===== src/rtl/console_writer.sv =====
// Character console writer: turns a character stream into video-memory writes with cursor
// tracking and CR/LF/BS handling. Define CONSOLE_WRITER_SCROLL_EN to enable scroll-and-clear.
module console_writer #(
  parameter int unsigned COLS = 100,
  parameter int unsigned ROWS = 30
) (
  input  logic       clk,
  input  logic       reset_low,
  input  logic       in_valid,
  output logic       in_ready,
  input  logic [7:0] in_char,
  output logic       vram_write_valid,
  input  logic       vram_write_ready,
  output logic [4:0] vram_write_row,
  output logic [6:0] vram_write_col,
  output logic [7:0] vram_write_char,
  output logic [4:0] top_row
);

  localparam logic [4:0] RowMax = 5'(ROWS - 1);
  localparam logic [6:0] ColMax = 7'(COLS - 1);

  typedef enum logic [1:0] {StIdle, StWrite, StClear} state_e;

  state_e     state_q;
  logic [4:0] row_q;
  logic [6:0] col_q;
  logic [4:0] top_q;
  logic       ready_q;
  logic       valid_q;
  logic [4:0] wr_row_q;
  logic [6:0] wr_col_q;
  logic [7:0] wr_char_q;

  logic [4:0] row_inc;
  logic [4:0] top_inc;
  logic       scroll_hit;

  always_comb begin
    row_inc = (row_q == RowMax) ? 5'd0 : row_q + 5'd1;
    top_inc = (top_q == RowMax) ? 5'd0 : top_q + 5'd1;
`ifdef CONSOLE_WRITER_SCROLL_EN
    scroll_hit = (row_inc == top_q);
`else
    scroll_hit = 1'b0;
`endif
  end

  always_ff @(posedge clk or negedge reset_low) begin
    if (!reset_low) begin
      state_q   <= StIdle;
      row_q     <= 5'd0;
      col_q     <= 7'd0;
      top_q     <= 5'd0;
      ready_q   <= 1'b0;
      valid_q   <= 1'b0;
      wr_row_q  <= 5'd0;
      wr_col_q  <= 7'd0;
      wr_char_q <= 8'd0;
    end else begin
      unique case (state_q)
        StIdle: begin
          ready_q <= 1'b1;
          if (in_valid && ready_q) begin
            case (in_char)
              8'h0D: col_q <= 7'd0;
              8'h08: if (col_q != 7'd0) col_q <= col_q - 7'd1;
              8'h0A: begin
                row_q <= row_inc;
                if (scroll_hit) begin
                  top_q     <= top_inc;
                  state_q   <= StClear;
                  ready_q   <= 1'b0;
                  valid_q   <= 1'b1;
                  wr_row_q  <= row_inc;
                  wr_col_q  <= 7'd0;
                  wr_char_q <= 8'h20;
                end
              end
              default: begin
                state_q   <= StWrite;
                ready_q   <= 1'b0;
                valid_q   <= 1'b1;
                wr_row_q  <= row_q;
                wr_col_q  <= col_q;
                wr_char_q <= in_char;
              end
            endcase
          end
        end
        StWrite: begin
          if (vram_write_ready) begin
            if (col_q != ColMax) begin
              col_q   <= col_q + 7'd1;
              state_q <= StIdle;
              ready_q <= 1'b1;
              valid_q <= 1'b0;
            end else begin
              col_q <= 7'd0;
              row_q <= row_inc;
              if (scroll_hit) begin
                top_q     <= top_inc;
                state_q   <= StClear;
                wr_row_q  <= row_inc;
                wr_col_q  <= 7'd0;
                wr_char_q <= 8'h20;
              end else begin
                state_q <= StIdle;
                ready_q <= 1'b1;
                valid_q <= 1'b0;
              end
            end
          end
        end
        StClear: begin
          if (vram_write_ready) begin
            if (wr_col_q == ColMax) begin
              state_q <= StIdle;
              ready_q <= 1'b1;
              valid_q <= 1'b0;
            end else begin
              wr_col_q <= wr_col_q + 7'd1;
            end
          end
        end
        default: begin
          state_q <= StIdle;
          ready_q <= 1'b0;
          valid_q <= 1'b0;
        end
      endcase
    end
  end

  assign in_ready         = ready_q;
  assign vram_write_valid = valid_q;
  assign vram_write_row   = wr_row_q;
  assign vram_write_col   = wr_col_q;
  assign vram_write_char  = wr_char_q;
  assign top_row          = top_q;

endmodule


===== config.mk =====
export PLATFORM = sky130hd
export DESIGN_NAME = console_writer
export DESIGN_NICKNAME = d
export VERILOG_FILES = /design/src/rtl/console_writer.sv
export SDC_FILE = /design/constraint.sdc
export NUM_CORES = 1
export LEC_CHECK = 0
export ABC_CLOCK_PERIOD_IN_PS = 2800
export CAP_MARGIN = 10
export CORE_ASPECT_RATIO = 1.75
export CORE_MARGIN = 1.5
export CORE_UTILIZATION = 50
export CTS_CLUSTER_DIAMETER = 80
export DETAILED_ROUTE_END_ITERATION = 8
export GPL_TIMING_DRIVEN = 0
export PLACE_DENSITY = 0.79
export SYNTH_ARGS = -nofsm -noshare
export SYNTH_HDL_FRONTEND = slang
export SYNTH_SLANG_ARGS = --single-unit
export TNS_END_PERCENT = 30

===== constraint.sdc =====
create_clock -name clk -period 2.8 [get_ports clk]
set_clock_uncertainty 0.15 [all_clocks]
set_input_delay 0.28 -clock clk [delete_from_list [all_inputs] [get_ports clk]]
set_output_delay 0.28 -clock clk [all_outputs]
set_load 0.02 [all_outputs]

# == Word level (Yosys, flattened, before mapping) ==
# Cells that the tools add are included.
# totals
output_inout_bits,27
in_bits,12
regBits,36
# op_classes
eq_ne,18
n_addsub,4
bitwise_logic,1
muxes,35
reduce_logical,12
# op_table
op,count
two-way mux 7 bit,8
case mux 7 bit (2 select lines),3
two-way mux 5 bit,5
"== test 8 x 4 -> 1 bit, second input constant",3
AND reduction 5 bit,4
"adder 7 x 1 -> 7 bit, second input constant",2
"inequality test 2 bit, second input constant",7
two-way mux 1 bit,10
two-way mux 2 bit,5
case mux 5 bit (2 select lines),1
"== test 7 bit, second input constant",1
"inequality test 7 bit, second input constant",1
nonzero test 7 bit,1
"subtractor 7 x 1 -> 7 bit, second input constant",1
case mux 1 bit (3 select lines),2
case mux 2 bit (3 select lines),1
AND reduction 3 bit,2
"adder 5 x 1 -> 5 bit, second input constant",1
"== test 5 bit, second input constant",1
nonzero test 2 bit,2
"inequality test 3 x 1 -> 1 bit, second input constant",1
"inequality test 3 bit, second input constant",1
OR reduction 3 bit,1
"== test 2 x 1 -> 1 bit, second input constant",1
other kinds (5),5

# == Depth between registers and ports, before layout ==
# depth
ltp_word,5
ltp_mapped,8

# == Worst setup path before layout ==
# Ideal clock, no wire load.
# synth_path
path_kind,register to register
start,register col_q[0]
end,register col_q[3]
path_stages_with_launch,9
path_buffers,1
setup_slack_ps,706
arrival_ps,1879
synth_period_minus_slack_ps,2094
path_cell_list,dfrtp_1 inv_1 ha_1 and2b_2 and4_1 or3_1 buf_6 o41ai_2 a211o_1
# synth_between
elab_chain_len,5
elab_cells_between_ends,12
# synth_lines
item,line_no,rtl
from (decl),27,logic [6:0] col_q;
from (signal assigned),67,8'h08: if (col_q != 7'd0) col_q <= col_q - 7'd1;
from (signal assigned),94,col_q <= col_q + 7'd1;
subtractor 7 x 1 -> 7 bit,67,
two-way mux 7 bit,67,
case mux 7 bit (2 select lines),65,case (in_char)
two-way mux 7 bit,64,if (in_valid && ready_q) begin
case mux 7 bit (2 select lines),61,unique case (state_q)
# Parallel ways exist; a longest one is shown, timed or not. The select of a mux whose other input is x is not followed.
# A chain may end at the register's enable or synchronous reset.

# == Worst setup path after layout ==
# layout_path
start,register col_q[0]
end,register row_q[2]
# layout_between
elab_chain_len,3
# layout_lines
item,line_no,rtl
inequality test 7 bit,93,if (col_q != ColMax) begin
inequality test 2 bit (no line),n/a,
AND reduction 5 bit (no line),n/a,
to (signal assigned),69,row_q <= row_inc;
to (signal assigned),100,row_q <= row_inc;
to (decl),26,logic [4:0] row_q;
# No other way between the ends.

==> load_flow_metrics.sql <==
INSERT INTO impl_metrics (metric_group, metric, value, unit) VALUES
('logic_synthesis', 'syn_area', '1780', 'µm²'),
('worst_setup_path', 'startpoint_type', 'flop', ''),
('floorplan', 'dieWidth', '48.1', 'µm'),
('floorplan', 'floorplan_die_area', '3940', 'µm²'),
('logic_synthesis', 'yosysMostFrequentCell', 'sky130_fd_sc_hd__dfrtp_1', ''),
('grt', 'grt_pass1_vias', '1400', ''),
('clock_network', 'post_cts.repair.setup_buffers', '0', ''),
('grt', 'largest_net_degree_at_the_start_of_global_routing', '35', ''),
('grt', 'global_route.overflow_total', '0', ''),
('layout', 'antenna_diode_count', '0', ''),
('floorplan', 'num_rows', '28', ''),
('layout', 'layout-area-overhead-vs-synth', '29.0', '%'),
('logic_synthesis', 'ys_ff_latch', '34', ''),
('timing', 'rsz_0062_raised_after_global_routing', 'no', ''),
('route', 'postRouteWirelength', '4240', 'µm'),
('timing', 'finalHoldViolations', '0', ''),
('timing', 'period_needed', '2330', 'ps'),
('logic_synthesis', 'post_synth_most_frequent_cells', 'sky130_fd_sc_hd__dfrtp_1 (34), sky130_fd_sc_hd__mux2_2 (20), sky130_fd_sc_hd__nand2_1 (7), sky130_fd_sc_hd__o21ai_0 (7)', ''),
('pwr', 'p_leak', '1.01', 'nW'),
('clock_network', 'worstSkewPairLatency', '290', 'ps'),
('layout', 'layout-drive-gt1-share', '22.2', '%'),
('layout', 'num-fill-cells', '281', ''),
('route', 'drt.antenna.violating_nets', '0', ''),
('clock_network', 'post_cts_resized', '0', ''),
('job', 'max_cap_viol_count', '0', ''),
('timing', 'tightest_slew', '764', 'ps'),
('floorplan', 'floorplan.initialDensity', '52.4', '%'),
('timing', 'report.final.setup_viol', '0', ''),
('worst_setup_path', 'crit_path_max_fanout', '10', ''),
('clock_network', 'h-tree-depth', '2', ''),
('placement', 'detailedPlacementHpwl', '3160', 'µm'),
('clock_network', 'cts_hold_buffers', '1', ''),
('logic_synthesis', 'synthesis.area_per_instance', '11.1', 'µm²'),
('route', 'routed_len_inst', '16.8', 'µm'),
('worst_setup_path', 'r2r_slack', '470', 'ps'),
('timing', 'finalCritPeriodShare', '83.3', '%'),
('pwr', 'power.ir.vdd_worst', '0.661', 'mV'),
('layout', 'nNetsFinal', '223', ''),
('logic_synthesis', 'predominant_post_synthesis_flop_cell', 'sky130_fd_sc_hd__dfrtp_1', ''),
('logic_synthesis', 'synth_edf_count', '0', ''),
('floorplan', 'core', '3400', 'µm²'),
('timing', 'hold_ws', '355', 'ps'),
('grt', 'track_usage', '24.6', '%'),
('grt', 'antenna_found_initial', '0', ''),
('pwr', 'p_per_area', '865', 'nW/µm²'),
('timing', 'max-slew-margin-rel', '49.0', '%'),
('logic_synthesis', 'synth_largest_type_area_fraction', '47.8', '%'),
('floorplan', 'io_pins', '39', ''),
('floorplan', 'dieHeight', '81.9', 'µm'),
('placement', 'placement.io_buffers', '33', ''),
('grt', 'first_pass_grt_wire_length', '6640', 'µm'),
('logic_synthesis', 'yosysUniqueCellTypes', '47', ''),
('placement', 'finalWeightedCongestion', '0.853', ''),
('worst_setup_path', 'path_type_of_the_worst_setup_path', 'reg2reg', ''),
('worst_setup_path', 'critPathArrivalTime', '2350', 'ps'),
('route', 'num_vias', '1427', ''),
('clock_network', 'clkTransAtPathRegs', '70', 'ps'),
('route', 'drt_iter0_markers', '34', ''),
('logic_synthesis', 'synth-warning-count', '0', ''),
('clock_network', 'cts-root-buf', 'sky130_fd_sc_hd__clkbuf_8', ''),
('worst_setup_path', 'critPathCaptureType', 'flop', ''),
('clock_network', 'total_cts_buffers', '5', ''),
('clock_network', 'clock_sinks', '34', ''),
('clock_network', 'clockBufferDepth', '2', ''),
('logic_synthesis', 'seq_area_frac_synth', '47.8', '%'),
('timing', 'timing.final.max_slew_violations', '0', ''),
('logic_synthesis', 'ys_top_cells_by_area', 'sky130_fd_sc_hd__dfrtp_1 (48%), sky130_fd_sc_hd__mux2_2 (13%), sky130_fd_sc_hd__ha_1 (3.5%)', ''),
('logic_synthesis', 'yosys.area.top_type', 'sky130_fd_sc_hd__dfrtp_1', ''),
('route', 'route.detailed.drc', '0', ''),
('clock_network', 'tritoncts', 'built', ''),
('route', 'routed_vias_inst', '5.66', ''),
('worst_hold_path', 'hp-class', 'reg2reg', ''),
('logic_synthesis', 'synth_async_sr_flop_share', '100', '%'),
('logic_synthesis', 'number_of_cells_produced_by_synthesis', '161', ''),
('timing', 'totalNegativeSetupSlack', '0', 'ps'),
('timing', 'max_clock_freq', '429', 'MHz'),
('route', 'drtPass1Iterations', '4', ''),
('run_status', 'run_status', 'complete, no violations', ''),
('layout', 'final_core_util', '67.5', '%'),
('worst_setup_path', 'critical_path_required', '2810', 'ps');
-- sequential cells by signal (all words and copies together) (netlist names) --
| signal | flops |
|---|---|
| vram_write_char | 8 |
| vram_write_col | 7 |
| in_ready | 1 |
| state_q | 1 |
| vram_write_row | 5 |
| col_q | 7 |
| row_q | 5 |
-- per-layer routing --
metal	share of wire [%]	vias to the layer above	track usage [%]	wire (µm)
met5	0	-	0	0
met4	3.4	0	12.2	144
met3	3.5	16	5.27	149
met2	57	38	42.9	2440
met1	36	701	26.0	1510
li1	-	672	-	-
-- worst paths after layout --
path / startpoint / endpoint / cells past startpoint
max in group asynchronous: reset_low / col_q[5] / 2
hold / removal: vram_write_char[5] / vram_write_char[5] / 1
hold reg to reg: vram_write_char[5] / vram_write_char[5] / 1
min in group asynchronous: reset_low / vram_write_char[5] / 2
setup reg to reg: col_q[0] / row_q[2] / 7
setup / recovery: col_q[0] / row_q[2] / 7
-- where the power goes --
part,internal [mW],switching (mW),leakage (nW)
Sequential,0.617,0.0810,0.437
Clock,0.262,0.185,0.0579
Combinational,0.397,0.443,0.513
Total,1.28,0.709,1.01
-- final cells by class --
type | count | area (µm²) | area share [%]
plain buffers | 14 | 87.6 | 3.82
clock buffers | 5 | 68.8 | 3.00
clock inverters | 3 | 40.0 | 1.74
inverters | 5 | 18.8 | 0.818
multi-input cells | 112 | 837 | 36.5
flip-flops and latches | 34 | 851 | 37.1
well taps | 45 | 56.3 | 2.45
repair buffers | 34 | 335 | 14.6
-- critical path, cell delays in order (launching register included) --
cell and delay (ps):
sky130_fd_sc_hd__dfrtp_1 440, sky130_fd_sc_hd__ha_1 260, sky130_fd_sc_hd__nand4b_1 160, sky130_fd_sc_hd__or4_1 460, sky130_fd_sc_hd__a21o_1 170, sky130_fd_sc_hd__clkbuf_1 210
sky130_fd_sc_hd__o21ai_0 250, sky130_fd_sc_hd__o31ai_1 120
-- layout by cell type, fill, tap and decap left out, types with 3 or more instances in the layout --
master / Yosys / routed
sky130_fd_sc_hd__a21oi_1: 6 / 6
sky130_fd_sc_hd__buf_4: 6 / 6
sky130_fd_sc_hd__o31ai_1: 5 / 5
sky130_fd_sc_hd__inv_1: 5 / 5
sky130_fd_sc_hd__nand3_1: 6 / 6
sky130_fd_sc_hd__conb_1: 1 / 5
sky130_fd_sc_hd__clkbuf_8: 0 / 5
sky130_fd_sc_hd__o21ai_0: 7 / 7
sky130_fd_sc_hd__ha_1: 5 / 5
sky130_fd_sc_hd__nand2_1: 7 / 7
sky130_fd_sc_hd__nor2_1: 6 / 6
sky130_fd_sc_hd__dfrtp_1: 34 / 34
sky130_fd_sc_hd__mux2_2: 20 / 20
sky130_fd_sc_hd__a21o_1: 3 / 3
sky130_fd_sc_hd__buf_2: 4 / 5
sky130_fd_sc_hd__clkdlybuf4s50_1: 0 / 32
sky130_fd_sc_hd__nor3_1: 5 / 5
-- per-stage QoR --
stage / setup slack (ps) / cell area, µm² / cells / power (mW)
finish: 467 / 2290 / 252 / 1.99
detailed placement: 252 / 2180 / 243 / 1.55
CTS: 476 / 2290 / 252 / 2.00
global placement: 270 / 2180 / 243 / 1.53
global route: 336 / 2290 / 252 / 2.09
floorplan: 706 / 1790 / 165 / 1.21
-- cell families (layout without fill, tap and decap cells) --
logic type / Yosys count / in the layout / share of synthesized area, %
mux: 20 / 20 / 12.7
compound gates: 37 / 37 / 14.4
simple gates: 43 / 43 / 14.4
other cells: 1 / 5 / 0.211
xor+xnor: 2 / 2 / 0.985
fa+ha+maj: 5 / 5 / 3.52
flops: 34 / 34 / 47.8
buf+inv: 19 / 61 / 5.98
Power figures use the tool's default switching activity.
